## src/rtl/alu_pkg.sv

```systemverilog
// Shared ALU definitions: data/opcode widths, opcode encodings and the
// arbiter FSM state type.
package alu_pkg;

    localparam int unsigned DW  = 16;
    localparam int unsigned OPW = 4;

    // Opcode encodings shared with the ALU; the arbiter passes them through unchecked.
    localparam logic [OPW-1:0] OP_ADD = 4'h0;
    localparam logic [OPW-1:0] OP_SUB = 4'h1;
    localparam logic [OPW-1:0] OP_AND = 4'h2;
    localparam logic [OPW-1:0] OP_OR  = 4'h3;
    localparam logic [OPW-1:0] OP_XOR = 4'h4;

    typedef enum logic [1:0] {
        IDLE  = 2'd0,
        ISSUE = 2'd1,
        WAIT  = 2'd2,
        RESP  = 2'd3
    } arb_state_t;

endpackage

```

## src/rtl/rr_arbiter.sv

```systemverilog
// Combinational round-robin pick: the first asserted request strictly after
// 'last' (circular) wins.
// Ports:
//   req    in   NREQ  request vector
//   last   in   IW    index of the previously served requester
//   grant  out  NREQ  one-hot winner (all-zero when no request)
//   idx    out  IW    binary index of the winner
//   any    out  1     at least one request present
module rr_arbiter #(
    parameter int unsigned NREQ = 2,
    parameter int unsigned IW   = (NREQ > 1) ? $clog2(NREQ) : 1
) (
    input  logic [NREQ-1:0] req,
    input  logic [IW-1:0]   last,
    output logic [NREQ-1:0] grant,
    output logic [IW-1:0]   idx,
    output logic            any
);

    logic          found;
    logic [IW-1:0] cand;

    // Scan from last+1 around to last itself; first hit wins.
    always_comb begin
        grant = '0;
        idx   = '0;
        found = 1'b0;
        cand  = '0;
        any   = |req;
        for (int unsigned i = 1; i <= NREQ; i++) begin
            cand = IW'((32'(last) + i) % NREQ);
            if (!found && req[cand]) begin
                found       = 1'b1;
                grant[cand] = 1'b1;
                idx         = cand;
            end
        end
    end

endmodule

```

## src/rtl/alu_arbiter.sv

```systemverilog
// Shares a single ALU among NREQ requesters. One op at a time: round-robin
// accept, one-cycle ALU enable, wait ALU_LAT cycles, capture the result and
// return it to the owner over a valid/ready handshake.
// Ports:
//   clk, rst_n                 clock (rising edge), async active-low reset
//   req_valid/req_ready        per-requester request handshake (ready is one-hot, IDLE only)
//   req_a/req_b/req_op         packed operands/opcode, requester i at [i*W +: W]
//   rsp_valid/rsp_ready        per-requester response handshake (valid is one-hot to owner)
//   rsp_result/rsp_cf          captured ALU result and carry, shared bus
//   alu_enable                 one-cycle enable pulse to the ALU
//   alu_data_a/b, alu_opcode   latched operands to the ALU
//   alu_results/alu_cf         ALU outputs
//   busy                       high whenever the FSM is not IDLE
module alu_arbiter #(
    parameter int unsigned NREQ    = 2,
    parameter int unsigned DW      = alu_pkg::DW,
    parameter int unsigned OPW     = alu_pkg::OPW,
    parameter int unsigned ALU_LAT = 1
) (
    input  logic              clk,
    input  logic              rst_n,
    input  logic [NREQ-1:0]   req_valid,
    output logic [NREQ-1:0]   req_ready,
    input  logic [NREQ*DW-1:0]  req_a,
    input  logic [NREQ*DW-1:0]  req_b,
    input  logic [NREQ*OPW-1:0] req_op,
    output logic [NREQ-1:0]   rsp_valid,
    input  logic [NREQ-1:0]   rsp_ready,
    output logic [DW-1:0]     rsp_result,
    output logic              rsp_cf,
    output logic              alu_enable,
    output logic [DW-1:0]     alu_data_a,
    output logic [DW-1:0]     alu_data_b,
    output logic [OPW-1:0]    alu_opcode,
    input  logic [DW-1:0]     alu_results,
    input  logic              alu_cf,
    output logic              busy
);

    import alu_pkg::*;

    localparam int unsigned IW = (NREQ > 1) ? $clog2(NREQ) : 1;
    localparam int unsigned CW = (ALU_LAT > 1) ? $clog2(ALU_LAT) : 1;

    arb_state_t    state_q, state_d;
    logic [IW-1:0] last_grant_q;
    logic [IW-1:0] owner_q;
    logic [CW-1:0] cnt_q;

    logic [NREQ-1:0] grant;
    logic [IW-1:0]   gidx;
    logic            any_req;
    logic            accept;
    logic            capture;
    logic            ack;

    rr_arbiter #(
        .NREQ (NREQ),
        .IW   (IW)
    ) u_rr (
        .req   (req_valid),
        .last  (last_grant_q),
        .grant (grant),
        .idx   (gidx),
        .any   (any_req)
    );

    // State register.
    always_ff @(posedge clk or negedge rst_n) begin
        if (!rst_n) begin
            state_q <= IDLE;
        end else begin
            state_q <= state_d;
        end
    end

    // Next state and per-cycle strobes; req_ready is forced low while in reset.
    always_comb begin
        state_d   = state_q;
        req_ready = '0;
        accept    = 1'b0;
        capture   = 1'b0;
        ack       = 1'b0;
        unique case (state_q)
            IDLE: begin
                if (any_req) begin
                    accept    = 1'b1;
                    req_ready = grant & {NREQ{rst_n}};
                    state_d   = ISSUE;
                end
            end
            ISSUE: begin
                state_d = WAIT;
            end
            WAIT: begin
                if (cnt_q == '0) begin
                    capture = 1'b1;
                    state_d = RESP;
                end
            end
            RESP: begin
                if (rsp_ready[owner_q]) begin
                    ack     = 1'b1;
                    state_d = IDLE;
                end
            end
            default: state_d = IDLE;
        endcase
    end

    // Datapath and registered outputs; timed off state_d so they align with the state.
    always_ff @(posedge clk or negedge rst_n) begin
        if (!rst_n) begin
            last_grant_q <= IW'(NREQ - 1);
            owner_q      <= '0;
            cnt_q        <= '0;
            alu_enable   <= 1'b0;
            alu_data_a   <= '0;
            alu_data_b   <= '0;
            alu_opcode   <= '0;
            rsp_valid    <= '0;
            rsp_result   <= '0;
            rsp_cf       <= 1'b0;
            busy         <= 1'b0;
        end else begin
            alu_enable <= (state_d == ISSUE);
            busy       <= (state_d != IDLE);
            rsp_valid  <= (state_d == RESP) ? (NREQ'(1) << owner_q) : '0;

            if (accept) begin
                owner_q    <= gidx;
                alu_data_a <= req_a[32'(gidx)*DW +: DW];
                alu_data_b <= req_b[32'(gidx)*DW +: DW];
                alu_opcode <= req_op[32'(gidx)*OPW +: OPW];
            end

            // Counter reaches zero on the cycle the ALU output becomes valid.
            if (state_q == ISSUE) begin
                cnt_q <= CW'(ALU_LAT - 1);
            end else if (state_q == WAIT && cnt_q != '0) begin
                cnt_q <= cnt_q - CW'(1);
            end

            if (capture) begin
                rsp_result <= alu_results;
                rsp_cf     <= alu_cf;
            end

            if (ack) begin
                last_grant_q <= owner_q;
            end
        end
    end

endmodule

```

## config.mk

```make
export PLATFORM = sky130hd
export DESIGN_NAME = alu_arbiter
export DESIGN_NICKNAME = d
export VERILOG_FILES = /design/src/rtl/alu_pkg.sv /design/src/rtl/rr_arbiter.sv /design/src/rtl/alu_arbiter.sv
export SDC_FILE = /design/constraint.sdc
export NUM_CORES = 1
export LEC_CHECK = 0
export ABC_AREA = 1
export CAP_MARGIN = 20
export CELL_PAD_IN_SITES_DETAIL_PLACEMENT = 2
export CELL_PAD_IN_SITES_GLOBAL_PLACEMENT = 2
export CORE_UTILIZATION = 20
export CTS_CLUSTER_SIZE = 24
export DETAILED_ROUTE_END_ITERATION = 6
export PLACE_DENSITY_LB_ADDON = 0.05
export SLEW_MARGIN = 20
export SYNTH_ARGS = -nofsm -noshare
export SYNTH_HDL_FRONTEND = slang
export SYNTH_HIERARCHICAL = 1
export SYNTH_SLANG_ARGS = --single-unit
export TNS_END_PERCENT = 10
```

## constraint.sdc

```tcl
create_clock -name clk -period 2.02 [get_ports clk]
set_clock_uncertainty 0.2 [all_clocks]
set_input_delay 0.505 -clock clk [delete_from_list [all_inputs] [get_ports clk]]
set_output_delay 0.505 -clock clk [all_outputs]
set_load 0.02 [all_outputs]
```

==> impl_metrics.csv, run 1 <==
group,metric,value,unit
pwr,fin_total_pwr,6.71,mW
sta,setup_viol_count_final,2,
die,placementRows,43,
placed_design,detailed_place_hpwl,7.48,mm
placed_design,io_buffers,153,
die,io_pins,154,
final_layout,mostFrequentLayoutCell,"nand2_1",
die,die_area,15100,µm²
status,violations,"negative setup slack",
critical_path,worst_r2r_startpoint,"state_q[0]",
pwr,p_int,4.10,mW
clock_network,clock_path_buffers,2,
final_layout,leading_cell_types_in_the_layout_fill_and_taps_excluded,"248 x nand2_1, 94 x clkdlybuf4s50_1, 61 x dfrtp_1",
yosys,yosys.area_share.simple,34.7,%
yosys,synth_compound_area_share,3.94,%
sta,min_period,2.03,ns
pwr,irDropWorstVdd,0.000384,V
yosys,synthesized_area,2920,µm²
routing,postRouteAntennaNets,0,
pwr,p_clk_share,24.9,%
final_layout,drive_above_1_share,7.79,%
sta,worst_slew_margin_rel,44.5,%
sta,setup_slack,-0.0121,ns
final_layout,fill_cells,1629,
sta,holdWs,0.166,ns
yosys,yosys_warnings,6,
grt,m3_gr_usage,4.47,%
critical_path,worst_ep_arrival_time,1.33,ns
final_layout,insertedDiodeCount,0,
worst_hold_path,hold_path_class,"in2async",
clock_network,clock_sinks,62,
sta,tightest_slew,0.832,ns
die,initial_utilization,20.8,%
die,dieWidth,123,µm
yosys,synthDistinctLibCells,18,
clock_network,cts.htree.levels,3,
routing,drt-total-wl,10.2,mm
grt,globalRoute.busiestLayer,"met2",
routing,vias_after_detailed_routing,3011,
critical_path,critical_path.startpoint_type,"register",
yosys,synth_seq_cells,62,
yosys,muxShareOfSynthArea,0,%
pwr,total_leakage_power,2.88,nW
routing,drtPass1Iterations,2,
pwr,power.switching_fraction,38.9,%
clock_network,clock-root-buffer,"clkbuf_16",
yosys,synth_top_area_cell,"dfrtp_1",
critical_path,ff2ff_setup_slack,0.26,ns
critical_path,end_kind,"output port",
yosys,ys_seq_area_share,53.1,%
pwr,power.share.sequential,31.0,%
yosys,synth_xor_area_share,0,%
clock_network,cts_tree,"yes",
yosys,count_of_mapped_cells_out_of_synthesis,386,
grt,gr-usage-met1,15.6,%
die,design.core.area,14000,µm²
final_layout,finish.net_count,642,
critical_path,data_required_time_at_the_worst_endpoint,1.31,ns
pwr,power.combinational.fraction,44.1,%
routing,detail_route.vias_per_cell,4.11,
yosys,netlist.area_leader.share,52.2,%
grt,grt_pass1_wl,16.1,mm
yosys,synth_top_family_by_area,"simple AND/OR/NAND/NOR gates",
critical_path,worst_r2r_path_depth,6,
yosys,synthesis.nets,481,
clock_network,clock_insertion_delay_worst_skew,0.33,ns
placed_design,finalWeightedCongestion,0.724,
yosys,synth.area.top_cells,"dfrtp_1 52%, nand2_1 32%, inv_1 3.3%, o21ai_0 2.6%, buf_6 2.3%",
run,timing.max_cap.violations,0,
grt,met2_usage_grt,24.9,%
grt,grt.overflow.total,0,
pwr,power_per_cell_area,1330,nW/µm²
status,outcome,"complete, but fails checks",
grt,grt_pass1_vias,3246,
sta,rsz0062_at_grt,"yes",
sta,timing_max_transition_violations_final,0,
yosys,post_synth_fa_ha_maj_area_fraction,0,%
clock_network,worst_setup_hold_path_clk_slew,0.05,ns
pwr,p_switching,2.61,mW
routing,drt-initial-drc-count,61,
routing,drc,0,
sta,hold_violation_total_from_the_final_report,0,
die,die_extent_in_y,123,µm
clock_network,cts_inserted_buffers,9,
routing,route.detailed.wl_per_inst,13.9,µm
critical_path,end_of_the_worst_register_to_register_path,"alu_data_a[9]",
grt,gr-usage-all-layers,14.2,%
grt,grt_antenna_before_repair,0,
critical_path,crit_path_max_fanout,4,
sta,finalCritPeriodShare,101,%
grt,grt_start_max_net_pins,63,
sta,peak_clock_frequency_supported_by_timing,0.492,GHz
yosys,post_synth.cell_area_avg,7.57,µm²
final_layout,area.growth.synth_to_final,72.1,%
critical_path,worstSetupPathType,"reg2out",
critical_path,timing.critical_path.from,"state_q[0]",
synth_stat cells (all sizes together):
| library cell | instances |
|---|---|
| nand2 | 249 |
| dfrtp | 61 |
| inv | 28 |
| o21ai | 19 |
| buf | 17 |
| a21oi | 4 |
| nand3 | 2 |
| nor3b | 2 |
| dfstp | 1 |
| nand3b | 1 |
| nor2 | 1 |
| or2 | 1 |
registers in the layout, indices dropped and copies added, names as in the netlist:
| register | count |
|---|---|
| owner_q | 1 |
| state_q | 2 |
| busy | 1 |
| alu_data_b | 16 |
| alu_data_a | 16 |
| rsp_result | 16 |
| cnt_q | 1 |
| alu_enable | 1 |
| alu_opcode | 4 |
| rsp_cf | 1 |
| last_grant_q | 1 |
| rsp_valid | 2 |
critical path: stages (launching register included):
cell	delay [ns]
dfrtp_1	0.42
nor2_4	0.17
nand2_4	0.08
nor3b_2	0.16
buf_4	0.16
per-layer routing:
metal	vias to the layer above	part of all wire (%)	routed length (µm)
li1	1475	-	-
met1	1421	41	4220
met2	100	49	4950
met3	15	8.0	812
met4	0	2.0	201
met5	-	0	0
worst max path at each step:
stage / to / slack, ns / cells past startpoint
2_1_floorplan: req_ready[0] / 0.14 / 4
3_3_place_gp: req_ready[0] / -0.64 / 5
3_5_place_dp: req_ready[0] / -0.74 / 5
4_1_cts: req_ready[0] / -0.05 / 4
5_1_grt: req_ready[0] / -0.08 / 4
6_report: req_ready[0] / -0.01 / 4
per-stage QoR:
stage          worst slack, ns  instances  instance area, µm²  utilization, %  TNS (ns)
2_1_floorplan            0.141        386                2920               -         0
3_3_place_gp            -0.639        715                4680            33.3    -15.91
3_5_place_dp            -0.737        715                4680            33.3    -19.63
4_1_cts                -0.0459        731                4960            35.4   -0.0652
5_1_grt                -0.0798        732                5030            35.8    -0.237
6_report               -0.0121        732                5030            35.8   -0.0124
area by class of cell:
cell class              instances  area [µm²]  area share (%)
clock inverters                 6        85.1            1.69
multi-input cells             279        1140            22.8
repair buffers                167        1680            33.3
clock buffers                  10         239            4.75
flip-flops and latches         62        1550            30.9
inverters                      28         108            2.14
well taps                     180         225            4.48
timing repair:
| action | CTS | global route |
|---|---|---|
| hold buffers | 0 | 0 |
| resized for setup | 46 | 23 |
| setup buffers | 0 | 1 |
| pin swaps | 3 | 1 |
| endpoints found under the setup margin | 70 | 45 |
power groups by stage:
stage               clock (mW)  sequential, mW  combinational (mW)
CTS                       1.73            2.11                3.08
global placement             0            2.10                3.17
finish                    1.67            2.08                2.96
global route              1.78            2.16                3.29
floorplan                    0            2.72                1.03
detailed placement           0            2.13                3.25
cell families (layout without fill, tap and decap cells):
kind of cell,Yosys count,count (layout)
flip-flops,62,62
AO/OA/AOI/OAI,23,23
AND/OR/NAND/NOR,256,256
buffers and inverters,45,211
(Power assumes the default switching activity.)
==> run 2: changes to the inputs <==
--- a/config.mk
+++ b/config.mk
@@ -13,6 +13,7 @@
 export CTS_CLUSTER_SIZE = 24
 export DETAILED_ROUTE_END_ITERATION = 6
 export PLACE_DENSITY_LB_ADDON = 0.05
+export SKIP_LAST_GASP = 1
 export SLEW_MARGIN = 20
 export SYNTH_ARGS = -nofsm -noshare
 export SYNTH_HDL_FRONTEND = slang
==> run 2 against run 1 <==
Against the previous run:
- via count shrank 0.17%
- total power grew 3.7%
- register-to-register slack is essentially flat
- the run still ends with negative setup slack left
- fmax shrank 1.2%
- flip-flop and latch count is the same
==> impl_metrics.csv, run 2 (synthesized netlist as in run 1, its figures left out) <==
group,metric,value,unit
clock_network,clock_path_buffers,2,
clock_network,clock_insertion_delay_worst_skew,0.33,ns
critical_path,crit_path_max_fanout,4,
pwr,power.share.sequential,30.2,%
routing,vias_after_detailed_routing,3006,
routing,detail_route.vias_per_cell,4.11,
grt,grt_pass1_wl,16.1,mm
sta,peak_clock_frequency_supported_by_timing,0.486,GHz
final_layout,insertedDiodeCount,0,
status,outcome,"complete, but fails checks",
sta,tightest_slew,0.847,ns
die,placementRows,43,
grt,met2_usage_grt,24.8,%
sta,finalCritPeriodShare,102,%
routing,drt-initial-drc-count,59,
grt,m3_gr_usage,4.66,%
final_layout,largest_registers,"alu_data_a: 16 flops, alu_data_b: 16 flops, rsp_result: 16 flops",
final_layout,mostFrequentLayoutCell,"nand2_1",
pwr,p_int,4.33,mW
routing,route.detailed.wl_per_inst,13.8,µm
clock_network,cts_inserted_buffers,9,
pwr,p_clk_share,24.0,%
sta,fin_setup_tns,-0.0562,ns
placed_design,place_worst_setup_slack,-0.737,ns
pwr,power.combinational.fraction,45.8,%
pwr,fin_total_pwr,6.96,mW
final_layout,area.growth.synth_to_final,71.8,%
pwr,total_leakage_power,2.57,nW
clock_network,cts.htree.levels,3,
critical_path,worst_r2r_startpoint,"state_q[0]",
die,initial_utilization,20.8,%
pwr,p_switching,2.62,mW
final_layout,drive_above_1_share,7.97,%
grt,gr-usage-met1,15.5,%
run,timing.max_cap.violations,0,
final_layout,finish.net_count,642,
critical_path,critical_path.startpoint_type,"input port",
final_layout,postLayoutCoreUtil,35.8,%
pwr,irDropWorstVdd,0.000386,V
critical_path,worst_ep_arrival_time,1.35,ns
clock_network,worst_setup_hold_path_clk_slew,0.05,ns
die,dieWidth,123,µm
grt,globalRoute.busiestLayer,"met2",
die,design.core.area,14000,µm²
grt,grt_pass1_vias,3249,
sta,setup_viol_count_final,2,
die,die_area,15100,µm²
critical_path,end_of_the_worst_register_to_register_path,"alu_data_a[9]",
sta,worst_slew_margin_rel,43.5,%
sta,setup_slack,-0.0361,ns
critical_path,data_required_time_at_the_worst_endpoint,1.31,ns
placed_design,io_buffers,153,
clock_network,clock_sinks,62,
sta,timing_max_transition_violations_final,0,
clock_network,cts_tree,"yes",
grt,grt.overflow.total,0,
sta,hold_violation_total_from_the_final_report,0,
final_layout,fill_cells,1614,
critical_path,end_kind,"output port",
grt,gr-usage-all-layers,14.2,%
final_layout,leading_cell_types_in_the_layout_fill_and_taps_excluded,"248 x nand2_1, 144 x clkdlybuf4s50_1, 61 x dfrtp_1",
critical_path,worst_r2r_path_depth,6,
critical_path,ff2ff_setup_slack,0.27,ns
sta,holdWs,0.153,ns
status,violations,"negative setup slack",
placed_design,detailed_place_hpwl,7.48,mm
sta,rsz0062_at_grt,"yes",
placed_design,finalWeightedCongestion,0.724,
routing,drt-total-wl,10.1,mm
pwr,power.switching_fraction,37.7,%
worst_hold_path,hold_path_class,"in2async",
grt,grt_antenna_before_repair,0,
routing,drc,0,
routing,drtPass1Iterations,2,
clock_network,clock-root-buffer,"clkbuf_16",
sta,min_period,2.06,ns
critical_path,worstSetupPathType,"in2out",
pwr,power_per_cell_area,1390,nW/µm²
die,io_pins,154,
die,die_extent_in_y,123,µm
routing,postRouteAntennaNets,0,
grt,grt_start_max_net_pins,63,
-- run 2: cell count changes in the layout (fill, tap and decap cells not counted) --
cell             previous run  this run
clkdlybuf4s50_1            94       144
dlygate4sd2_1              32         2
dlymetal6s2s_1             23         4
clkdlybuf4s15_1             1         0
or2_1                       1         0
or2_4                       0         1
-- run 2: worst max path at each step --
stage | startpoint | end | slack [ns] | cells past startpoint
final | req_valid[0] | req_ready[1] | -0.04 | 5
after global routing | last_grant_q | req_ready[0] | -0.08 | 4
after CTS | last_grant_q | req_ready[0] | -0.05 | 4
after detailed placement | req_valid[1] | req_ready[0] | -0.74 | 5
after global placement | req_valid[0] | req_ready[0] | -0.64 | 5
after floorplan | req_valid[1] | req_ready[0] | 0.14 | 4
-- run 2: per-stage QoR --
step                      cell area [µm²]  std cells
after floorplan                      2920        386
after global placement               4680        715
after detailed placement             4680        715
after CTS                            5000        731
after global routing                 5020        732
final                                5020        732
-- run 2: metal layers --
metal | vias up | part of all wire (%)
met5 | - | 0
met4 | 0 | 2.0
met3 | 15 | 8.1
met2 | 100 | 49
met1 | 1417 | 40
li1 | 1474 | -
-- run 2: critical path, cell delays in order --
cell and delay [ns]:
dlygate4sd2_1 0.26, buf_6 0.13, a21oi_2 0.12, nor3b_2 0.17, buf_4 0.16
-- run 2: power groups by stage --
stage / registers (mW) / logic [mW] / clock network, mW
4_1_cts: 2.12 / 3.27 / 1.73
6_report: 2.10 / 3.18 / 1.67
3_5_place_dp: 2.13 / 3.25 / 0
2_1_floorplan: 2.72 / 1.03 / 0
5_1_grt: 2.18 / 3.52 / 1.78
3_3_place_gp: 2.10 / 3.17 / 0
-- run 2: timing repair --
item,in CTS,in global routing
buffers inserted,0,1
gates resized for setup,14,5
gates cloned,0,0
pin swaps,3,1
hold buffers,0,0
endpoints found under the setup margin,70,92
-- run 2: layout make-up --
type                       instances  area (µm²)  area share, %
clock buffer                      10         239           4.76
sequential                        62        1550           30.9
tap                              180         225           4.48
multi-input combinational        279        1150           22.8
clock inverter                     6        85.1           1.69
timing repair buffer             167        1670           33.2
inverter                          28         108           2.14
==> variant 1: new RTL, config.mk and constraints of run 2 <==
Reset style: synchronous (`rst_n`), changed in 2 clocked blocks. Comments in the files are not updated.
--- a/src/rtl/alu_arbiter.sv
+++ b/src/rtl/alu_arbiter.sv
@@ -66,7 +66,7 @@
     );
 
     // State register.
-    always_ff @(posedge clk or negedge rst_n) begin
+    always_ff @(posedge clk) begin
         if (!rst_n) begin
             state_q <= IDLE;
         end else begin
@@ -109,7 +109,7 @@
     end
 
     // Datapath and registered outputs; timed off state_d so they align with the state.
-    always_ff @(posedge clk or negedge rst_n) begin
+    always_ff @(posedge clk) begin
         if (!rst_n) begin
             last_grant_q <= IW'(NREQ - 1);
             owner_q      <= '0;
Check against the original RTL: differs if rst_n is asserted again (counterexample within 4 cycles, from zero or initial values and one cycle with rst_n low); with rst_n held inactive, the same outputs for 10 cycles.
==> variant 1 against run 2 <==
Area after synthesis down 6.8%; routed wire length down 5.9%; worst setup slack better by 0.055 ns; final area down 4.3%; sequential cell count unchanged; global-route usage up 0.17 points; critical path depth down 4; register-to-register slack worse by 0.05 ns.
Power is not compared: it rests on default switching activity, and its combinational part moved more than twofold at a synthesized area within 25%.
==> variant 1: results (changes against run 2) <==
largest net degree at the start of global routing: 55 (-13%)
All-Layer GR Usage: 0.1437 (+0.001744)
WL final: 9.515 mm (-5.9%)
Fillers: 1587 (-1.7%)
Critical R2R Launch: state_q[1]
slowest stage delay, CP: 0.63 ns (+0.37 ns)
Placed Cells: 716 (+0.14%)
Worst-Margin Slew: 0.5970 ns (-0.2498 ns)
first-pass GRT wire length: 15.91 mm (-1.2%)
Place WS: -0.8497 ns (-0.1126 ns)
Critical Path Slowest Stage Cell: clkdlybuf4s50_1
outcome: complete, no violations
Worst EP arrival: 1.30 ns (-0.05 ns)
via count: 3159 (+5.1%)
most frequent cells after synthesis: 121 x nand2_1, 62 x dfxtp_1, 62 x inv_1, 56 x a21oi_1, 54 x o21ai_0
Post-DP Area: 4469 µm² (-4.5%)
asr flop ratio synth: 0 (-1.000)
gpl congestion: 0.7275 (+0.44%)
drt initial violations: 71 (+20%)
Period minus WS final: 2.002 ns (-0.05452 ns)
Compound-Gate Fraction of Synth Area: 0.2094 (+0.1700)
Worst setup endpoint: rsp_result[8]
layout cells sized above 1: 0.07885 (-0.0008571)
hold crit path type: reg2reg
vias in the first global route: 3318 (+2.1%)
R2R cell count: 4 (-2)
Detail Placement HPWL: 7.185 mm (-3.9%)
crit path max fanout: 2 (-2)
Post CTS Setup Buffer Count: 2 (+2)
Gate Count Post-Synth: 399 (+3.4%)
FF-to-FF setup slack: 0.22 ns (-0.05 ns)
variant 1: worst min-delay path by stage:
stage | start | to | slack, ns | depth (start not counted)
after detailed placement | owner_q | rsp_valid[0] | 0.24 | 1
after global routing | owner_q | rsp_valid[0] | 0.26 | 1
after floorplan | owner_q | rsp_valid[0] | 0.21 | 1
after CTS | owner_q | rsp_valid[0] | 0.24 | 1
final | owner_q | rsp_valid[0] | 0.24 | 1
after global placement | rsp_result[12] | rsp_result[12] | 0.23 | 2
variant 1: cell type report:
class	count	area [µm²]	area share
Clock buffer	13	260.3	0.05412
Clock inverter	3	42.54	0.008847
Inverter	64	245.2	0.05100
Multi-Input combinational cell	249	1147	0.2386
Sequential cell	62	1242	0.2584
Tap cell	176	220.2	0.04580
Timing Repair Buffer	167	1650	0.3432
variant 1: per-layer routing:
layer  vias up  wire length, µm  GRT usage
li1       1553                -          -
met1      1496             4123     0.1631
met2        98             4564     0.2467
met3        12              676    0.04923
met4         0              150    0.05459
met5         -                0          0
==> variant 2: new RTL, settings of run 2 <==
Made on the original files. Set the parameter `ALU_LAT` to 2 (it was 1).
--- a/src/rtl/alu_arbiter.sv
+++ b/src/rtl/alu_arbiter.sv
@@ -15,7 +15,7 @@
     parameter int unsigned NREQ    = 2,
     parameter int unsigned DW      = alu_pkg::DW,
     parameter int unsigned OPW     = alu_pkg::OPW,
-    parameter int unsigned ALU_LAT = 1
+    parameter int unsigned ALU_LAT = 2
 ) (
     input  logic              clk,
     input  logic              rst_n,
Function: changed (Yosys sat finds a counterexample within 4 cycles, from zero or initial values and one cycle with rst_n low).
==> variant 2 against run 2 <==
The flow still finishes with violations (negative setup slack); combinational power is 7.2% higher; global-route usage is 0.71 points higher; sequential share of layout area is 0.10 points lower; area after synthesis is 0.17% lower; count of clock-buffer cells in the layout is 3 higher; final area is 0.32% higher; routed wire length is 4.1% higher; worst setup slack better by 0.0019 ns; total power is 2.3% higher; sequential cell count stayed put; synthesized cell count is 0.78% higher; worst hold slack better by 0.035 ns.
==> variant 2: results (changes against run 2) <==
most frequent cells after synthesis: 267 x nand2_1, 61 x dfrtp_1, 19 x nand3_1, 8 x inv_1, 7 x buf_2
CTS Buf Count: 9 (unchanged)
clk_lat worst skew: 0.33 ns (about the same)
clock transition at the registers of the reported paths: 0.06 ns
vias in the first global route: 3395 (+4.5%)
Layout Nets: 648 (+0.93%)
unique cell type count in the Yosys netlist: 19 (+1)
first-pass GRT wire length: 16.82 mm (+4.4%)
Post-DP Area: 4711 µm² (+0.70%)
Critical R2R Launch: state_q[1]
Fin. Hold Viols: 0 (unchanged)
clock root cell: clkbuf_16
crit path max fanout: 4 (unchanged)
CTS Buffer Depth: 2 (unchanged)
drt first pass iters: 4 (+2)
layout cells sized above 1: 0.08065 (+0.0009350)
Largest regs: alu_data_a (16), alu_data_b (16), rsp_result (16)
Critical Path Slowest Stage Cell: dlygate4sd2_1
largest net degree at the start of global routing: 63 (unchanged)
vias per inst: 4.224 (+2.8%)
Detail Placement HPWL: 7.632 mm (+2.1%)
Fillers: 1622 (+0.50%)
final setup fails: 3 (+1)
slowest stage delay, CP: 0.25 ns
Int Pwr: 4.358 mW (+0.61%)
Placed Cells: 721 (+0.84%)
Slew HR: 0.4407 (+0.005213)
Post-Syn Nets: 484 (+0.62%)
Synth Flop Type: dfrtp_1
gpl congestion: 0.6857 (-5.3%)
Seq/Total Area, Yosys: 0.5322 (+0.0009112)
VDD IR max: 0.4528 mV (+17%)
hold crit path type: in2async
Leak Pwr: 2.520 nW (-1.9%)
setup tns final: -0.06087 ns (-0.004631 ns)
Worst EP arrival: 1.35 ns (about the same)
WL final: 10.52 mm (+4.1%)
outcome: finished with violations
Final Non-Filler Cells: 738 (+0.82%)
average size of a mapped cell: 7.501 µm² (-0.94%)
Synth area leaders: dfrtp_1 52%, nand2_1 34%, nand3_1 3.3%
failing checks: negative setup slack
drt initial violations: 67 (+14%)
Ys Warns: 6 (unchanged)
All-Layer GR Usage: 0.1490 (+0.007096)
H-tree levels: 3 (unchanged)
port bufs: 153 (unchanged)
final worst setup slack: -0.03423 ns (+0.001908 ns)
beginning of the critical path: req_valid[0]
asr flop ratio synth: 1.000 (unchanged)
## variant 2: cells by family (layout without fill, tap and decap cells)
family	count (synthesis)	count (layout)	synth area share
AOI/OAI and AO/OA	6	6	0.01029
DFF	62	62	0.5322
and+or+nand+nor	292	292	0.3997
buffers and inverters	29	198	0.05789
## variant 2: layout make-up
cell class              instances  area [µm²]  share of cell area
clock buffers                  13       260.3             0.05165
clock inverters                 3       42.54            0.008443
inverters                      11       43.79            0.008691
multi-input cells             298        1221              0.2424
flip-flops and latches         62        1553              0.3082
well taps                     180       225.2             0.04470
repair buffers                171        1693              0.3360
## variant 2: final timing paths
path,slack (ns),endpoint,cells past startpoint
worst min register to register,0.27,rsp_result[9],2
worst max-delay path,-0.03,req_ready[1],5
max in group asynchronous,0.89,alu_data_b[9],2
worst min-delay path,0.19,rsp_result[2],2
worst max register to register,0.21,rsp_result[0],8
min in group clk,0.27,rsp_result[9],2
## variant 2: layer usage
metal,vias up,share of wire,GRT usage
met1,1505,0.39,0.1625
li1,1506,-,-
met5,-,0,0
met4,0,0.017,0.06402
met3,10,0.076,0.04229
met2,96,0.51,0.2676
## variant 2: what timing repair did
action                     4_1_cts  5_1_grt
resized for setup               16        2
setup endpoints to repair       67       90
buffers inserted                 1        0
pin swaps                        3        1
## variant 2: through the flow
stage | worst slack, ns | utilization | hold WS (ns)
floorplan | 0.1379 | - | 0.009409
global placement | -0.7374 | 0.3355 | 0.2530
detailed placement | -0.7346 | 0.3355 | 0.2639
CTS | -0.07084 | 0.3584 | 0.2185
global route | -0.09828 | 0.3588 | 0.2551
finish | -0.03423 | 0.3588 | 0.1883
## variant 2: power by group through the flow
stage / registers (mW) / clock network (mW) / logic, mW
floorplan: 2.74 / 0 / 1.14
global placement: 2.10 / 0 / 3.42
detailed placement: 2.12 / 0 / 3.47
CTS: 2.12 / 1.65 / 3.51
global route: 2.19 / 1.69 / 3.78
finish: 2.11 / 1.60 / 3.41
## variant 2: critical path: cells and delay by family
| kind | cells | cell delay, ns |
|---|---|---|
| buffers and inverters | 3 | 0.55 |
| and+or+nand+nor | 1 | 0.19 |
| AOI/OAI and AO/OA | 1 | 0.11 |
